**src/rtl/sram_spi_pkg.sv**
```systemverilog
// Shared definitions for the SPI SRAM controller: instruction opcodes,
// FSM state encoding and frame geometry.
package sram_spi_pkg;

  // Default SRAM instruction opcodes
  localparam logic [7:0] SRAM_CMD_READ  = 8'h03;
  localparam logic [7:0] SRAM_CMD_WRITE = 8'h02;

  // Frame geometry: command + 2 address bytes + data byte, 8 bits each
  localparam int unsigned BYTE_CNT = 4;
  localparam int unsigned BIT_CNT  = 8;

  typedef enum logic [2:0] {
    IDLE   = 3'd0,
    LOAD   = 3'd1,
    SHIFT  = 3'd2,
    RECV   = 3'd3,
    FINISH = 3'd4
  } state_t;

endpackage

```
**src/rtl/spi_rx_shift.sv**
```systemverilog
// Receive shifter: collects serial data from the SRAM, MSB first.
// Ports:
//   sck   - SPI clock, shifts on the falling edge
//   rst_n - asynchronous active-low reset
//   en    - shift enable
//   sdi   - serial input bit
//   data  - collected byte (most recent bit in the LSB)
module spi_rx_shift
  import sram_spi_pkg::*;
(
  input  logic               sck,
  input  logic               rst_n,
  input  logic               en,
  input  logic               sdi,
  output logic [BIT_CNT-1:0] data
);

  always_ff @(negedge sck or negedge rst_n) begin
    if (!rst_n) begin
      data <= '0;
    end else if (en) begin
      data <= {data[BIT_CNT-2:0], sdi};
    end
  end

endmodule

```
**src/rtl/sram_spi_ctrl.sv**
```systemverilog
// SPI SRAM transaction controller. Sequences the command, address and
// (for writes) data bytes into an external transmit buffer, then either
// finishes or collects one read byte from the SRAM.
// Ports:
//   sck, rst_n          - SPI clock (all state changes on negedge), async reset
//   start, rw           - transaction request and direction (1 = read)
//   addr, wdata         - byte address and write data, captured with start
//   sdi                 - serial read data from the SRAM
//   busy, done          - transaction in flight / one-cycle completion pulse
//   rdata               - last byte read, held until the next read completes
//   cs_n                - SRAM chip select, active low
//   tx_byte, load_tx    - parallel byte and load strobe for the transmit buffer
//   shift_tx, tx_count  - transmit shift enable and bit index (8..1)
module sram_spi_ctrl
  import sram_spi_pkg::*;
#(
  parameter logic [7:0] CMD_READ  = SRAM_CMD_READ,
  parameter logic [7:0] CMD_WRITE = SRAM_CMD_WRITE
) (
  input  logic        sck,
  input  logic        rst_n,
  input  logic        start,
  input  logic        rw,
  input  logic [15:0] addr,
  input  logic [7:0]  wdata,
  input  logic        sdi,
  output logic        busy,
  output logic        done,
  output logic [7:0]  rdata,
  output logic        cs_n,
  output logic [7:0]  tx_byte,
  output logic        load_tx,
  output logic        shift_tx,
  output logic [3:0]  tx_count
);

  state_t      state;
  logic        rw_q;
  logic [15:0] addr_q;
  logic [7:0]  wdata_q;
  logic [1:0]  idx;
  logic [2:0]  rx_cnt;
  logic [7:0]  rx_data;
  logic        rx_en_c;

  // Bytes after the command use the captured request
  function automatic logic [7:0] frame_byte(input logic [1:0] i);
    case (i)
      2'd0:    frame_byte = rw_q ? CMD_READ : CMD_WRITE;
      2'd1:    frame_byte = addr_q[15:8];
      2'd2:    frame_byte = addr_q[7:0];
      default: frame_byte = wdata_q;
    endcase
  endfunction

  assign rx_en_c = (state == RECV);

  spi_rx_shift u_rx (
    .sck   (sck),
    .rst_n (rst_n),
    .en    (rx_en_c),
    .sdi   (sdi),
    .data  (rx_data)
  );

  // Transaction FSM with registered outputs
  always_ff @(negedge sck or negedge rst_n) begin
    if (!rst_n) begin
      state    <= IDLE;
      rw_q     <= 1'b0;
      addr_q   <= '0;
      wdata_q  <= '0;
      idx      <= '0;
      rx_cnt   <= '0;
      busy     <= 1'b0;
      done     <= 1'b0;
      rdata    <= '0;
      cs_n     <= 1'b1;
      tx_byte  <= '0;
      load_tx  <= 1'b0;
      shift_tx <= 1'b0;
      tx_count <= '0;
    end else begin
      done    <= 1'b0;
      load_tx <= 1'b0;
      case (state)
        IDLE: begin
          if (start) begin
            rw_q    <= rw;
            addr_q  <= addr;
            wdata_q <= wdata;
            idx     <= '0;
            busy    <= 1'b1;
            cs_n    <= 1'b0;
            // Command byte comes straight from the request being accepted
            load_tx <= 1'b1;
            tx_byte <= rw ? CMD_READ : CMD_WRITE;
            state   <= LOAD;
          end
        end
        LOAD: begin
          shift_tx <= 1'b1;
          tx_count <= 4'(BIT_CNT);
          state    <= SHIFT;
        end
        SHIFT: begin
          if (tx_count > 4'd1) begin
            tx_count <= tx_count - 4'd1;
          end else begin
            shift_tx <= 1'b0;
            tx_count <= '0;
            if (idx == 2'(BYTE_CNT - 1)) begin
              state <= FINISH;
            end else if (idx == 2'd2 && rw_q) begin
              rx_cnt <= '0;
              state  <= RECV;
            end else begin
              idx     <= idx + 2'd1;
              load_tx <= 1'b1;
              tx_byte <= frame_byte(idx + 2'd1);
              state   <= LOAD;
            end
          end
        end
        RECV: begin
          rx_cnt <= rx_cnt + 3'd1;
          if (rx_cnt == 3'(BIT_CNT - 1)) begin
            state <= FINISH;
          end
        end
        FINISH: begin
          // Completion is registered on exit so done and cs_n rise together
          if (rw_q) begin
            rdata <= rx_data;
          end
          cs_n  <= 1'b1;
          busy  <= 1'b0;
          done  <= 1'b1;
          state <= IDLE;
        end
        default: begin
          state <= IDLE;
        end
      endcase
    end
  end

endmodule

```
**config.mk**
```make
export PLATFORM = sky130hd
export DESIGN_NAME = sram_spi_ctrl
export DESIGN_NICKNAME = d
export VERILOG_FILES = /design/src/rtl/sram_spi_pkg.sv /design/src/rtl/spi_rx_shift.sv /design/src/rtl/sram_spi_ctrl.sv
export SDC_FILE = /design/constraint.sdc
export NUM_CORES = 1
export LEC_CHECK = 0
export CAP_MARGIN = 20
export CORE_MARGIN = 10
export CORE_UTILIZATION = 50
export DETAILED_ROUTE_END_ITERATION = 10
export MAX_ROUTING_LAYER = met4
export PLACE_DENSITY = 0.76
export RECOVER_POWER = 25
export REMOVE_ABC_BUFFERS = 1
export SYNTH_ARGS = -nofsm -noshare
export SYNTH_HDL_FRONTEND = slang
export SYNTH_HIERARCHICAL = 1
export SYNTH_SLANG_ARGS = --single-unit
```
**constraint.sdc**
```tcl
create_clock -name sck -period 2.4 [get_ports sck]
set_input_delay 0.48 -clock sck [delete_from_list [all_inputs] [get_ports sck]]
set_output_delay 0.48 -clock sck [all_outputs]
set_load 0.1 [all_outputs]
```
=== Word-level counts from Yosys, hierarchy flattened ===
Cells that the tools add are included.

* $add $sub $neg: 3
* Multipliers: 0
* Divide/modulo/power cells: 0
* Magnitude comparators: 1
* Eq/ne operators: 15
* Shift-type cells: 0
* Mux-type cells: 37
* Bitwise operators: 0
* Reductions and logical operators: 14

{| class="wikitable"
|+ Operator list
! cell !! count
|-
| 2-to-1 mux 8 bit || 4
|-
| one-hot mux 8 bit (3 select lines) || 1
|-
| 2-to-1 mux 3 bit || 7
|-
| one-hot mux 8 bit (2 select lines) || 1
|-
| one-hot mux 3 bit (4 select lines) || 1
|-
| 2-to-1 mux 1 bit || 10
|-
| 2-to-1 mux 2 bit || 5
|-
| != test 2 bit, second input constant || 5
|-
| one-hot mux 1 bit (2 select lines) || 4
|-
| one-hot mux 4 bit (2 select lines) || 1
|-
| AND reduction 2 bit || 4
|-
| nonzero test 2 bit || 4
|-
| == test 2 bit, second input constant || 3
|-
| == test 3 x 2 -> 1 bit, second input constant || 2
|-
| == test 3 bit, second input constant || 2
|-
| one-hot mux 3 bit (2 select lines) || 1
|-
| AND reduction 5 bit || 1
|-
| > comparator 4 x 1 -> 1 bit, second input constant || 1
|-
| 2-to-1 mux 4 bit || 1
|-
| one-hot mux 2 bit (2 select lines) || 1
|-
| AND reduction 4 bit || 1
|-
| subtractor 4 x 1 -> 4 bit, second input constant || 1
|-
| adder 3 x 1 -> 3 bit, second input constant || 1
|-
| == test 3 x 1 -> 1 bit, second input constant || 1
|-
| other kinds (7) || 7
|}

* Flip-flop bits (word level): 66
* Latch bits: 0
* Memory bits (writable): 0
* Bits in read-only memories: 0
* Input bits: 29
* Output and inout bits: 25
* Logic and storage cells: 85
* Memories kept: 0

=== Logic depth before layout (Yosys ltp) ===
Gate-level depths: netlist (run 1).

* Word-level depth: 7
* Mapped depth: 7
* Depth with buffers taken out: 6

=== Cells and area by module ===
Netlist (run 1), hierarchy kept.

{| class="wikitable"
|+ Modules (own cells, without submodules)
! module !! instances !! cells an instance !! area each (um^2) !! seq. area each (um^2)
|-
| sram_spi_ctrl || 1 || 216 || 2701.3 || 1452.6
|-
| spi_rx_shift || 1 || 17 || 331.6 || 200.2
|}

==> results of run 1 <==
cell type report:
type | instances | area [sq um]
Timing Repair Buffer | 84 | 1105
Multi-Input combinational cell | 144 | 1411
Clock buffer | 10 | 137.6
Sequential cell | 66 | 1653
Tap cell | 75 | 93.84
Clock inverter | 7 | 141.4
Fill cell | 347 | 1345
Inverter | 9 | 33.78
synth_stat cells:
master	number	area (sq um)
dfrtn_1	65	1627
mux2_2	42	473.0
ha_1	10	125.1
inv_1	10	37.54
nand2_1	10	37.54
o21ai_0	9	45.04
mux2_4	8	120.1
a21oi_1	7	35.03
a221oi_1	7	61.31
nor2b_1	7	43.79
nor3_1	7	35.03
nor2_1	6	22.52
buf_2	5	25.02
clkbuf_1	5	18.77
a22o_1	3	26.28
a21o_1	2	15.01
a22oi_1	2	15.01
and3_1	2	12.51
buf_4	2	15.01
nand2b_1	2	12.51
nor4b_1	2	17.52
or4_1	2	15.01
a211o_1	1	8.760
a21boi_0	1	7.510
a311oi_1	1	8.760
a31oi_2	1	12.51
and2_1	1	6.260
buf_6	1	11.26
dfstp_2	1	26.28
nand3_1	1	5.000
nand3b_1	1	7.510
nand4_1	1	6.260
nor4_4	1	21.27
nor4b_4	1	23.77
o221ai_1	1	8.760
o22a_1	1	8.760
o31a_1	1	8.760
o31ai_1	1	7.510
o32a_1	1	10.01
or3b_1	1	8.760
cells by family after synthesis:
group,count (synthesis),synth area share
adders and majority gates,10,0.04125
AOI/OAI and AO/OA,39,0.09200
and+or+nand+nor,45,0.09076
buffers and inverters,23,0.03548
muxes,50,0.1955
DFF,66,0.5450
power groups by stage:
stage | clock network [mW] | logic, mW | registers [mW]
floorplan | 0.00521 | 1.25 | 2.73
finish | 1.28 | 3.42 | 2.04
CTS | 1.28 | 3.31 | 2.03
global placement | 0.00521 | 2.95 | 2.00
detailed placement | 0.00521 | 3.01 | 2.04
global route | 1.36 | 3.62 | 2.11
per-layer routing:
metal / wire length [microns] / vias to the layer above / GRT usage
li1: - / 1003 / -
met1: 3256 / 1125 / 0.1975
met2: 3904 / 76 / 0.2594
met3: 398 / 15 / 0.05567
met4: 139 / 0 / 0.05593
met5: 0 / - / -
final timing paths:
check | startpoint | end | slack [ns] | depth (start not counted)
worst max-delay path | cs_n | cs_n | -0.38 | 1
worst min-delay path | rx_cnt[1] | rx_cnt[1] | 0.45 | 1
worst max register to register | tx_count[0] | tx_byte[3] | -0.04 | 10
worst min register to register | rx_cnt[1] | rx_cnt[1] | 0.45 | 1
max in group asynchronous | rst_n | addr_q[9] | 0.21 | 2
min in group asynchronous | rst_n | addr_q[5] | 1.31 | 1
timing repair:
| action | CTS | global route |
|---|---|---|
| setup buffers | 8 | 6 |
| setup endpoints to repair | 63 | 58 |
| cloned | 1 | 1 |
| resized for setup | 47 | 8 |
| pin swaps | 0 | 0 |
flip-flops by register name (all words and copies together) (netlist names), 2 cells and up:
name / count
tx_byte: 8
state: 3
addr_q: 16
rdata: 8
rx_cnt: 3
wdata_q: 8
u_rx/data: 8
idx: 2
tx_count: 4
stage by stage:
step / utilization / power (mW) / setup WS [ns]
2_1_floorplan: - / 3.987 / -1.023
3_5_place_dp: 0.6731 / 5.049 / -0.8860
3_3_place_gp: 0.6731 / 4.959 / -0.8509
5_1_grt: 0.7728 / 7.081 / -0.4409
6_report: 0.7728 / 6.742 / -0.3777
4_1_cts: 0.7627 / 6.618 / -0.3867
==> results.cfg, run 1 <==
[timing]
finalSetupTns_ns = -9.252
finalClockSkew_ns = 0.05329
setup_viol = 51
finalMaxSlewViolations = 0
fin_ws_ns = -0.3777
rsz0062_at_grt = true
worstMarginPinSlew_ns = 0.8460
holdWs_ns = 0.4526
max-slew-margin-rel = 0.4360
finalHoldViolations = 0

[placement]
placed_cells = 365
portBuffers = 53
dpl_cell_area_sq_um = 3985
routabilityCongestion = 0.8573
place_hpwl_microns = 4820

[clocking]
cts_hold_buf = 0
clkLatencyLatePin_ns = 0.38
htreeDepth = 3
cts_buffers = 9
clockRootBuffer = clkbuf_8
cts_tree = done
clock-sinks = 66
cts_buffer_depth = 2
clk_pin_slew_ns = 0.05

[pwr]
power_frac_seq = 0.302
p_clk_frac = 0.190
p_int_mw = 4.085
swShare = 0.3941
power_switching_mw = 2.657
p_leak_nw = 2.137
cellPowerDensity_nw_per_um2 = 1473
p_comb_frac = 0.508
peakVddDrop_mv = 1.178

[setup_path]
crit_buf_inv = 1
cp.arrival_ns = 2.30
cp_top_family = flip-flops
path_class = reg2out
crit_slowest_cell = dfstp_2
cpPeakStageDelay_ns = 0.54
cp-start-kind = flip-flop
crit_fanout = 2
cp_cell_sequence = buf_12
required_ns = 1.92
end_kind = primary output

[die]
rows = 28
die_area_sq_um = 9581
fp.coreArea_sq_um = 5921
initial_core_util = 0.5123
ioPinCount = 54
die_x_microns = 97.89
dieHeight_microns = 97.89

[global_routing]
grt_usage = 0.1665
grt_max_degree = 23
grt_overflow_total = 0
antenna_found_initial = 0
grt_pass1_vias = 2393
grt_pass1_wl_microns = 12640

[outcome]
violations = setup timing
outcome = finished with violations

[drt]
drt-initial-drc-count = 147
drc = 0
vias = 2219
routed_wl_microns = 7698
first_pass_iters = 4
antenna_left = 0
avgRoutedWirePerCell_microns = 19.49
via_per_inst = 5.618

[cells_and_area]
final_cell_mix = 65 x dfrtn_1, 41 x mux2_4, 29 x buf_12, 26 x clkdlybuf4s50_1, 17 x buf_4
drive_above_1_share = 0.3938
final_common_cell = dfrtn_1
syn_to_final_growth_pct = 50.87
fin_area_sq_um = 4576
layoutNonFillerInstCount = 395
nets = 354
antennaDiodeCount = 0

[synth]
yosysSeqAreaShare = 0.5450
ys_ff_latch = 66
synthesis.area_sq_um = 3033
syn-mean-instance-area_sq_um = 13.02
yosysWarnings = 6
syn_inst = 233
synth_cell_types = 40

[job]
drv_cap = 0

[worst_hold_path]
min_path_type = reg2reg
Power figures use the tool's default switching activity.
==> run 2, diff against run 1 <==
- clock period: 2.4 -> 3.1 ns (I/O delays scaled with it)
==> results.cfg, run 2 (synthesized netlist as in run 1, its figures left out) <==
[drt]
avgRoutedWirePerCell_microns = 17.91
drc = 0
via_per_inst = 5.484
vias = 2117
first_pass_iters = 4
antenna_left = 0
drt-initial-drc-count = 139
routed_wl_microns = 6912

[timing]
holdWs_ns = 0.4565
finalMaxSlewViolations = 0
worstMarginPinSlew_ns = 0.8676
setup_viol = 25
max-slew-margin-rel = 0.4216
fin_ws_ns = -0.1680
rsz0062_at_grt = true
finalClockSkew_ns = 0.04911
finalHoldViolations = 0
finalSetupTns_ns = -1.067

[cells_and_area]
regMostFlops = addr_q
antennaDiodeCount = 0
layoutNonFillerInstCount = 386
syn_to_final_growth_pct = 42.04
final_cell_mix = 65 x dfrtn_1, 30 x mux2_2, 28 x buf_12, 26 x clkdlybuf4s50_1, 20 x mux2_4
seqCellArea_sq_um = 1653
largest_register_ffs = 16
final_common_cell = dfrtn_1
drive_above_1_share = 0.3762
nets = 345
multi_input_area_sq_um = 1326
nFillCells = 386

[outcome]
outcome = finished with violations
violations = setup timing

[setup_path]
cp-start-kind = flip-flop
crit_buf_inv = 1
cp_top_family = flip-flops
end_kind = primary output
cpPeakStageDelay_ns = 0.55
required_ns = 2.48
cp_cell_sequence = buf_12
crit_fanout = 2
cp.arrival_ns = 2.65
path_class = reg2out
crit_slowest_cell = dfstp_2

[die]
die_area_sq_um = 9581
fp.coreArea_sq_um = 5921
initial_core_util = 0.5123
dieHeight_microns = 97.89
ioPinCount = 54
rows = 28
die_x_microns = 97.89

[clocking]
clkLatencyLatePin_ns = 0.37
htreeDepth = 3
cts_buffer_depth = 2
clockRootBuffer = clkbuf_8
cts_tree = done
clk_pin_slew_ns = 0.05
cts_buffers = 9
cts_hold_buf = 0
clock-sinks = 66

[global_routing]
grt_usage = 0.1484
grt_pass1_wl_microns = 11310
grt_max_degree = 67
grt_pass1_vias = 2193
antenna_found_initial = 0
grt_overflow_total = 0

[pwr]
p_comb_frac = 0.529
p_clk_frac = 0.135
power_frac_seq = 0.336
p_int_mw = 2.712
finalPower_mw = 4.680
p_leak_nw = 1.973
power_switching_mw = 1.968
peakVddDrop_mv = 0.7659
swShare = 0.4204
cellPowerDensity_nw_per_um2 = 1086

[job]
drv_cap = 0

[placement]
routabilityCongestion = 0.8747
place_hpwl_microns = 4401
placed_cells = 355
portBuffers = 53

[worst_hold_path]
min_path_type = reg2reg
==> run 2: final cells by class <==
cell class	count	area share
Sequential cell	66	0.3837
Multi-Input combinational cell	144	0.3079
Timing Repair Buffer	75	0.2382
Clock buffer	11	0.03282
Tap cell	75	0.02178
Clock inverter	6	0.007842
Inverter	9	0.007842
==> run 2: routing by layer <==
metal  global-route usage  vias to the layer above  routed length, microns  share of wire
met5                    -                        -                       0              0
met4              0.08166                        0                     131          0.019
met3              0.03030                       11                     276          0.040
met2               0.2299                       55                    3526           0.51
met1               0.1766                     1068                    2977           0.43
li1                     -                      983                       -              -
==> run 2: per-stage QoR <==
step           area (sq um)  setup WS (ns)  utilization
6_report               4308        -0.1680       0.7276
5_1_grt                4308        -0.2094       0.7276
4_1_cts                4219        -0.1731       0.7126
3_5_place_dp           3910        -0.6987       0.6604
3_3_place_gp           3910        -0.6014       0.6604
2_1_floorplan          2963        -0.8130            -
==> run 2: power groups by stage <==
stage	registers [mW]	clock network, mW	logic, mW
floorplan	2.11	0.00404	0.969
global placement	1.56	0.00404	2.24
detailed placement	1.59	0.00404	2.28
CTS	1.56	0.645	2.40
global route	1.63	0.683	2.63
finish	1.57	0.631	2.48
==> run 2: worst paths after layout <==
kind / slack, ns / to / startpoint / cells after the start
min in group asynchronous: 1.96 / addr_q[0] / rst_n / 2
worst min-delay path: 0.46 / wdata_q[4] / wdata_q[4] / 1
max in group asynchronous: 0.57 / tx_count[0] / rst_n / 2
worst min register to register: 0.46 / wdata_q[4] / wdata_q[4] / 1
worst max-delay path: -0.17 / cs_n / cs_n / 1
worst max register to register: 0.76 / tx_byte[3] / tx_count[0] / 9
==> run 2: repair_timing <==
| item | in CTS | in global routing |
|---|---|---|
| gates resized for setup | 8 | 16 |
| gates cloned | 3 | 0 |
| setup buffers | 8 | 5 |
| setup endpoints to repair | 60 | 43 |
==> run 3, diff against run 2 <==
- CTS_CLUSTER_SIZE: unset -> 8
- DONT_BUFFER_PORTS: unset -> 1
- PLACE_DENSITY: 0.76 -> 0.73
==> results.cfg, run 3 (synthesized netlist as in run 1, its figures left out) <==
[clocking]
cts_resized = 0
cts_buffer_depth = 2
clock-sinks = 66
clkLatencyLatePin_ns = 0.38
htreeDepth = 3
cts_buffers = 9
cts_tree = done
clockRootBuffer = clkbuf_8
clk_pin_slew_ns = 0.05
cts_hold_buf = 0

[setup_path]
rrSetupSlack_ns = 0.94
end_kind = primary output
cp-start-kind = flip-flop
required_ns = 2.48
cp-endpoint = cs_n
cp.arrival_ns = 2.63
r2r_cells = 8
r2r-end = tx_byte[1]
crit_slowest_cell = dfstp_2
cp_top_family = flip-flops
crit_fanout = 2
crit_buf_inv = 1
crit_cells = 1
cpPeakStageDelay_ns = 0.53
cp_cell_sequence = buf_12
reg2reg_from = tx_count[0]
startpoint = cs_n
path_class = reg2out

[cells_and_area]
nets = 304
final_common_cell = dfrtn_1
final_cell_mix = 65 x dfrtn_1, 42 x mux2_2, 26 x buf_12
nFillCells = 424
antennaDiodeCount = 0
regMostFlops = addr_q
syn_to_final_growth_pct = 26.49
drive_above_1_share = 0.3815
largest_register_ffs = 16

[die]
die_x_microns = 97.89
dieHeight_microns = 97.89
rows = 28
fp.coreArea_sq_um = 5921
die_area_sq_um = 9581
initial_core_util = 0.5123
ioPinCount = 54

[placement]
routabilityCongestion = 0.8302
place_hpwl_microns = 4217
portBuffers = 0

[timing]
holdWs_ns = 0.4548
rsz0062_at_grt = true
finalMaxSlewViolations = 0
finalHoldViolations = 0
fin_ws_ns = -0.1538
max-slew-margin-rel = 0.5823
worstMarginPinSlew_ns = 0.6265
finalClockSkew_ns = 0.05321
setup_viol = 25

[global_routing]
grt_usage = 0.1339
antenna_found_initial = 0
grt_pass1_vias = 1963
grt_pass1_wl_microns = 10120
grt_overflow_total = 0
grt_max_degree = 67

[outcome]
violations = setup timing
outcome = finished with violations

[pwr]
cellPowerDensity_nw_per_um2 = 1179
p_leak_nw = 1.759
peakVddDrop_mv = 0.7784
finalPower_mw = 4.523

[drt]
via_per_inst = 5.519
drc = 0
drt-initial-drc-count = 104
vias = 1904
antenna_left = 0
first_pass_iters = 4
routed_wl_microns = 5976
avgRoutedWirePerCell_microns = 17.32

[worst_hold_path]
min_path_type = reg2reg

[job]
drv_cap = 0
[run 3: cell types whose count changed in the layout (fill, tap and decap cells not counted), sizes merged]
cell	delta
clkinvlp	-3
inv	+1
clkinv	+1
clkdlybuf4s50	-26
buf	-12
clkbuf	-2
[run 3: area by class of cell]
cell class	instances	area, sq um	area share
multi-input combinational	144	1272	0.3317
tap	75	93.84	0.02446
inverter	9	33.78	0.008806
clock inverter	5	25.02	0.006523
clock buffer	12	177.7	0.04631
sequential	66	1653	0.4309
timing repair buffer	34	580.6	0.1513
[run 3: worst register-to-register path, cell delays in order (launching register included)]
cell and delay, ns:
dfrtn_1 0.43, buf_12 0.20, inv_1 0.06, ha_1 0.24, nor2_1 0.28, nor4_4 0.08
a31oi_2 0.18, buf_4 0.19, mux2_2 0.34
[run 3: how the worst min path moves through the flow]
stage                          start  cells after the start         end
final                     addr_q[13]                      1  addr_q[13]
after global routing       addr_q[4]                      1   addr_q[4]
after CTS                  addr_q[6]                      1   addr_q[6]
after detailed placement  addr_q[13]                      1  addr_q[13]
after global placement     rx_cnt[1]                      1   rx_cnt[1]
after floorplan            rx_cnt[1]                      1   rx_cnt[1]
[run 3: per-stage QoR]
step	util	std cells	setup TNS, ns	area (sq um)	setup slack [ns]
5_1_grt	0.6479	345	-1.481	3836	-0.1972
6_report	0.6479	345	-0.6739	3836	-0.1538
3_5_place_dp	0.6105	326	-3.120	3615	-0.1097
2_1_floorplan	-	220	-25.45	2963	-0.8130
3_3_place_gp	0.6105	326	-2.799	3615	-0.1049
4_1_cts	0.6479	345	-0.9836	3836	-0.1682
[run 3: metal layers]
metal | up-vias | wire (microns) | track usage
met1 | 937 | 2493 | 0.1536
met3 | 11 | 475 | 0.05497
met4 | 0 | 162 | 0.07271
met2 | 50 | 2844 | 0.1949
met5 | - | 0 | -
li1 | 906 | - | -
[run 3: where the power goes]
part | switching [mW] | total, mW | internal (mW)
sequential | 0.292 | 1.54 | 1.25
combinational | 1.25 | 2.27 | 1.02
clock | 0.327 | 0.713 | 0.386
total | 1.87 | 4.52 | 2.66
[run 3: timing repair]
action                     in CTS  in global routing
hold endpoints to repair        0                  0
setup endpoints to repair      25                 25
setup buffers                   3                  0
